--- src/rtl/core_block_ctrl.sv ---
// core_block_ctrl: per-core block controller. Accepts one block dispatch, steps each
// instruction through FETCH/DECODE/REQUEST/WAIT/EXECUTE/UPDATE, and parks in DONE on RET.
//
// Parameters:
//   THREADS_PER_BLOCK - thread lanes per core
//   PC_WIDTH          - program counter width
// Ports:
//   clk             - clock, all state changes on rising edge
//   reset           - synchronous active-low reset
//   start           - dispatch request (honoured only in IDLE)
//   block_id_in     - block index for the dispatch
//   thread_count_in - active thread count, clamped to THREADS_PER_BLOCK
//   instr_valid     - fetcher delivered instruction at current_pc
//   instr_ret       - decoded instruction is RET
//   lsu_waiting     - per-lane outstanding memory operation
//   next_pc         - PC from the branch unit
//   core_state      - FSM state (IDLE=0 .. DONE=7)
//   thread_enable   - active lane mask
//   current_pc      - PC of the instruction in flight
//   block_id        - latched block index
//   done            - block complete
//   cycle_count     - busy-cycle counter, present only with CORE_CYCLE_COUNT_EN defined
module core_block_ctrl #(
  parameter int unsigned THREADS_PER_BLOCK = 4,
  parameter int unsigned PC_WIDTH          = 8
) (
  input  logic                                   clk,
  input  logic                                   reset,
  input  logic                                   start,
  input  logic [7:0]                             block_id_in,
  input  logic [$clog2(THREADS_PER_BLOCK):0]     thread_count_in,
  input  logic                                   instr_valid,
  input  logic                                   instr_ret,
  input  logic [THREADS_PER_BLOCK-1:0]           lsu_waiting,
  input  logic [PC_WIDTH-1:0]                    next_pc,
  output logic [2:0]                             core_state,
  output logic [THREADS_PER_BLOCK-1:0]           thread_enable,
  output logic [PC_WIDTH-1:0]                    current_pc,
  output logic [7:0]                             block_id,
`ifdef CORE_CYCLE_COUNT_EN
  output logic                                   done,
  output logic [15:0]                            cycle_count
`else
  output logic                                   done
`endif
);

  localparam int unsigned TCW = $clog2(THREADS_PER_BLOCK) + 1;
  localparam logic [TCW-1:0] LP_MAX = TCW'(THREADS_PER_BLOCK);

  typedef enum logic [2:0] {
    StIdle    = 3'd0,
    StFetch   = 3'd1,
    StDecode  = 3'd2,
    StRequest = 3'd3,
    StWait    = 3'd4,
    StExecute = 3'd5,
    StUpdate  = 3'd6,
    StDone    = 3'd7
  } state_e;

  state_e                       r_state, w_state_next;
  logic [THREADS_PER_BLOCK-1:0] r_thread_enable, w_thread_enable_next;
  logic [PC_WIDTH-1:0]          r_pc, w_pc_next;
  logic [7:0]                   r_block_id, w_block_id_next;
  logic                         r_done, w_done_next;

  logic [TCW-1:0]               w_count;
  logic [THREADS_PER_BLOCK-1:0] w_mask;

  // Clamp the requested count, then expand it to a low-justified lane mask.
  always_comb begin
    w_count = (thread_count_in > LP_MAX) ? LP_MAX : thread_count_in;
    w_mask  = '0;
    for (int unsigned i = 0; i < THREADS_PER_BLOCK; i++) begin
      w_mask[i] = (TCW'(i) < w_count);
    end
  end

  always_ff @(posedge clk) begin
    if (!reset) begin
      r_state         <= StIdle;
      r_thread_enable <= '0;
      r_pc            <= '0;
      r_block_id      <= '0;
      r_done          <= 1'b0;
    end else begin
      r_state         <= w_state_next;
      r_thread_enable <= w_thread_enable_next;
      r_pc            <= w_pc_next;
      r_block_id      <= w_block_id_next;
      r_done          <= w_done_next;
    end
  end

  always_comb begin
    w_state_next         = r_state;
    w_thread_enable_next = r_thread_enable;
    w_pc_next            = r_pc;
    w_block_id_next      = r_block_id;
    w_done_next          = r_done;
    unique case (r_state)
      StIdle: begin
        if (start) begin
          w_block_id_next      = block_id_in;
          w_thread_enable_next = w_mask;
          w_pc_next            = '0;
          // An empty block completes immediately without running any instruction.
          if (w_count == '0) begin
            w_done_next  = 1'b1;
            w_state_next = StDone;
          end else begin
            w_state_next = StFetch;
          end
        end
      end
      StFetch:   if (instr_valid) w_state_next = StDecode;
      StDecode:  w_state_next = StRequest;
      StRequest: w_state_next = StWait;
      StWait: begin
        // Disabled lanes never hold up the block.
        if ((lsu_waiting & r_thread_enable) == '0) w_state_next = StExecute;
      end
      StExecute: w_state_next = StUpdate;
      StUpdate: begin
        if (instr_ret) begin
          w_done_next  = 1'b1;
          w_state_next = StDone;
        end else begin
          w_pc_next    = next_pc;
          w_state_next = StFetch;
        end
      end
      StDone:    w_state_next = StDone;
      default:   w_state_next = StIdle;
    endcase
  end

  assign core_state    = r_state;
  assign thread_enable = r_thread_enable;
  assign current_pc    = r_pc;
  assign block_id      = r_block_id;
  assign done          = r_done;

`ifdef CORE_CYCLE_COUNT_EN
  logic [15:0] r_cycle_count;

  always_ff @(posedge clk) begin
    if (!reset) begin
      r_cycle_count <= '0;
    end else if (r_state == StIdle) begin
      if (w_state_next != StIdle) r_cycle_count <= '0;
    end else if (r_state != StDone && r_cycle_count != 16'hFFFF) begin
      r_cycle_count <= r_cycle_count + 16'd1;
    end
  end

  assign cycle_count = r_cycle_count;
`endif

endmodule

--- config.mk ---
export PLATFORM = sky130hd
export DESIGN_NAME = core_block_ctrl
export DESIGN_NICKNAME = d
export VERILOG_FILES = /design/src/rtl/core_block_ctrl.sv
export SDC_FILE = /design/constraint.sdc
export NUM_CORES = 1
export LEC_CHECK = 0
export CAP_MARGIN = 25
export CORE_MARGIN = 2
export CORE_UTILIZATION = 39
export DETAILED_ROUTE_END_ITERATION = 8
export GPL_ROUTABILITY_DRIVEN = 0
export GPL_TIMING_DRIVEN = 0
export PLACE_DENSITY = 0.74
export SKIP_CTS_REPAIR_TIMING = 1
export SLEW_MARGIN = 20
export SYNTH_ARGS = -nofsm -noshare
export SYNTH_HDL_FRONTEND = slang
export SYNTH_SLANG_ARGS = --single-unit
--- constraint.sdc ---
create_clock -name clk -period 1.7 [get_ports clk]
set_input_delay 0.255 -clock clk [delete_from_list [all_inputs] [get_ports clk]]
set_output_delay 0.255 -clock clk [all_outputs]
set_load 0.05 [all_outputs]
Yosys cells after proc, flatten, opt, wreduce, memory -nomap -nowiden --
Cells that the tools add are included.
Word-level totals: input bits 28, register bits 24
Cells by class: eq/ne operators 13, magnitude comparators 5, reduce and logical (&&, ||, !) cells 8, bitwise operators 1, multiplexer cells 14
Operators with widths (number):
- $pmux W3 S8 | 1
- $mux W3 | 6
- $mux W8 | 2
- $pmux W8 S2 | 1
- $eq A3 B3 Y1 const B | 4
- $ne A2 B2 Y1 const B | 6
- $eq A3 B2 Y1 const B | 2
- $logic_not A3 Y1 | 2
- $lt A1 B3 Y1 const A | 2
- $lt A2 B3 Y1 const A | 2
- $reduce_and A3 Y1 | 2
- $and A4 B4 Y4 | 1
- $logic_not A4 Y1 | 1
- $reduce_and A4 Y1 | 1
- $eq A3 B1 Y1 const B | 1
- $gt A3 B3 Y1 const B | 1
- $mux W1 | 3
- $pmux W1 S2 | 1
- $reduce_and A2 Y1 | 1
- $reduce_bool A2 Y1 | 1

Depth between registers and ports, before layout --
Gate-level depths: netlist (run 1).
depth after elaboration 6, depth in mapped cells 5, depth with buffers taken out 3

Worst setup path after synthesis (run 1) --
Ideal clock, no wire load.
kind reg2reg, start point register r_state[1], in the netlist core_state[1], end point register r_thread_enable[1], in the netlist thread_enable[1], stages on the path, launching flop included 6, library setup time 0.117 ns, slack 0.052 ns, path buffers 2, arrival 1.530 ns, cells stage by stage dfxtp_1 or4b_1 buf_2 buf_2 nor3_2 nor3b_1
Between the ends: longest elaborated chain between the ends 2
Ends and longest elaborated chain:
- from (decl) | line 62 | state_e r_state, w_state_next;
- from (signal assigned) | line 82 | r_state <= StIdle;
- from (signal assigned) | line 88 | r_state <= w_state_next;
- $logic_not A3 Y1 | line 102 | unique case (r_state)
- $reduce_and A2 Y1 (no line)
- to (signal assigned) | line 89 | r_thread_enable <= w_thread_enable_next;
- to (decl) | line 63 | logic [THREADS_PER_BLOCK-1:0] r_thread_enable, w_thread_enable_next;
Every way passes these cells. A chain may end at the register's enable or synchronous reset.

Worst setup path after layout (run 1) --
start point input port start, end point register r_block_id[0], in the netlist block_id[0]
Between the ends: longest elaborated chain between the ends 1
Ends and longest elaborated chain:
- from (decl) | line 29 | input logic start,
- $reduce_and A2 Y1 (no line)
- to (signal assigned) | line 91 | r_block_id <= w_block_id_next;
- to (decl) | line 65 | logic [7:0] r_block_id, w_block_id_next;
Every way passes these cells.

==> flow_metrics.py, run 1 <==
metrics = {
    "status": {
        "outcome": "finished, final reports clean",
    },
    "synthesis": {
        "yosysUniqueCellTypes": 29,
        "syn_area_um2": 1060,
        "netlist_instances": 117,
        "syn-num-nets": 145,
        "yosysSeqAreaShare": 0.455,
        "ys_ff_latch": 24,
        "yosysWarnings": 0,
        "synth_area_leaders": "dfxtp_1 (45%), a21boi_0 (13%), nand2_1 (9.6%)",
        "syn_avg_cell_area_um2": 9.03,
        "yosysTopAreaCell": "dfxtp_1",
        "synth_top_area_frac": 0.455,
    },
    "worst_setup_path": {
        "worst-endpoint-arrival_ns": 1.79,
        "startpoint_type": "input pin",
        "path_class": "in2reg",
        "critPathMostFrequentCell": "buf_2",
        "path_max_fanout": 10,
        "crit_chain": "clkdlybuf4s50_1, or4b_1, buf_2, buf_2, nand2_1, a21boi_0",
        "required_ns": 1.90,
        "ff2ff_path_depth": 5,
        "cp-end-kind": "flip-flop",
        "r2r_start": "core_state[1]",
        "slowest_delay_ns": 0.52,
        "critPathSlowestCell": "clkdlybuf4s50_1",
        "rrSetupSlack_ns": 0.14,
        "r2r_end": "block_id[0]",
    },
    "clock_network": {
        "cts_root_buffer": "clkbuf_4",
        "numCtsBuffers": 3,
        "clock-sinks": 24,
        "tritoncts": "built",
        "ctsLongestPathBuffers": 2,
        "htree_levels": 1,
        "worstSkewPairLatency_ns": 0.31,
        "path_clk_slew_ns": 0.11,
    },
    "layout": {
        "multi_input_area_um2": 528,
        "nets": 201,
        "num_antenna_cells": 0,
        "drive_above_1_share": 0.0702,
        "utilization": 0.669,
        "area_growth_pct": 59.7,
        "most-common-layout-cells": "nand2_1 (27), clkdlybuf4s50_1 (27), dfxtp_1 (24), dlymetal6s2s_1 (24), a21boi_0 (18)",
        "fill_cells": 229,
        "seq_area_um2": 480,
    },
    "timing": {
        "report.final.slew_viol_count": 0,
        "finClkSkew_ns": 0.0102,
        "grt_setup_unrepaired": "false",
        "hold_viol_final": 0,
        "fin_crit_ns": 1.59,
        "fin_crit_sh": 0.933,
        "fmax_mhz": 631,
        "setup_slack_ns": 0.114,
        "setup_viol": 0,
        "slew_headroom": 0.652,
        "tightest_slew_ns": 0.521,
        "whs_ns": 0.467,
    },
    "power": {
        "p_leak_nw": 0.999,
        "p_total_mw": 1.43,
        "peakVddDrop_uv": 715,
        "power.density_nw_per_um2": 851,
    },
    "floorplan": {
        "ioPinCount": 52,
        "dieArea_um2": 3140,
        "initial_core_util": 0.419,
        "dieHeight_um": 56.0,
        "core_um2": 2520,
        "die_x_um": 56.0,
        "num_rows": 18,
    },
    "routing": {
        "routedWlPerCell_um": 14.0,
        "vias_per_cell": 5.13,
        "antenna_left": 0,
        "postRouteWirelength_mm": 2.82,
        "vias": 1032,
        "drc": 0,
        "first_pass_iters": 4,
        "drtIter0Drc": 13,
    },
    "global_routing": {
        "first_global_vias": 1046,
        "grt_pass1_wl_mm": 4.75,
        "grt_max_degree": 13,
        "grt_overflow": 0,
        "grt_antenna_before_repair": 0,
        "grt.total_usage": 0.188,
    },
    "hold_path": {
        "min-delay-start": "block_id[5]",
        "hp-class": "reg2reg",
        "hold_end": "block_id[5]",
        "worstHoldPathCells": 2,
    },
    "placed_design": {
        "dp_hpwl_mm": 2.13,
        "portBuffers": 51,
        "dp_slack_ns": -0.228,
    },
    "run": {
        "cap_violations": 0,
    },
}
-- state kept, by name, indices dropped and copies added, names as in the netlist --
| register | count |
|---|---|
| block_id | 8 |
| current_pc | 8 |
| thread_enable | 4 |
| core_state | 3 |
| done | 1 |
-- Yosys cell counts (all sizes together) --
master / number
nand2: 27
dfxtp: 24
a21boi: 18
nand3: 8
buf: 7
a21oi: 4
clkbuf: 3
nand2b: 3
nor2: 2
nor3b: 2
nor4: 2
o211a: 2
o21ai: 2
a211o: 1
a211oi: 1
a222oi: 1
a22o: 1
and4b: 1
nand4bb: 1
nor3: 1
nor4b: 1
nor4bb: 1
o21a: 1
o31a: 1
or3: 1
or4b: 1
-- metal layers --
| layer | vias to the layer above | global-route usage | part of all wire |
|---|---|---|---|
| li1 | 520 | - | - |
| met1 | 479 | 0.242 | 0.43 |
| met2 | 31 | 0.311 | 0.50 |
| met3 | 2 | 0.0605 | 0.067 |
| met4 | 0 | 0.0306 | 0.0053 |
| met5 | - | 0 | 0 |
-- stage by stage --
stage                     cell area (um^2)  instances  setup TNS [ns]
after floorplan                       1060        117               0
after global placement                1600        198           -2.28
after detailed placement              1600        198           -2.91
after CTS                             1630        201           -1.02
after global routing                  1690        201               0
final                                 1690        201               0
-- how the worst max path moves through the flow --
stage / slack [ns] / start / endpoint
finish: 0.11 / start / block_id[0]
global route: 0.02 / core_state[0] / block_id[0]
CTS: -0.11 / core_state[1] / core_state[1]
detailed placement: -0.23 / start / block_id[0]
global placement: -0.21 / start / thread_enable[1]
floorplan: 0.05 / core_state[1] / thread_enable[1]
-- where the power goes --
group	switching (mW)	internal (mW)	total [mW]
Combinational	0.333	0.219	0.551
Sequential	0.0286	0.610	0.639
Clock	0.162	0.0829	0.245
-- kinds of logic (layout without fill, tap and decap cells) --
kind of cell	after synthesis	after routing	share of synthesized area
buf+inv	10	64	0.0450
flops	24	24	0.455
compound gates	32	32	0.224
simple gates	51	51	0.276
-- final cells by class --
| class | count | share of cell area |
|---|---|---|
| flip-flops and latches | 24 | 0.285 |
| plain buffers | 10 | 0.0282 |
| well taps | 30 | 0.0223 |
| multi-input cells | 83 | 0.313 |
| clock buffers | 3 | 0.0134 |
| repair buffers | 51 | 0.338 |
-- worst max-delay path, delay by kind of cell --
| family | cells | cell delay [ns] |
|---|---|---|
| compound gates | 1 | 0.08 |
| buf+inv | 3 | 0.94 |
| simple gates | 2 | 0.51 |
Note: power is estimated with default switching activity, not from simulation.
==> run 2, diff against run 1 <==
--- a/config.mk
+++ b/config.mk
@@ -5,7 +5,7 @@
 export SDC_FILE = /design/constraint.sdc
 export NUM_CORES = 1
 export LEC_CHECK = 0
-export CAP_MARGIN = 25
+export CAP_MARGIN = 20
 export CORE_MARGIN = 2
 export CORE_UTILIZATION = 39
 export DETAILED_ROUTE_END_ITERATION = 8
==> results of run 2 <==
Final layout, timing and power as in run 1 (identical DEF).
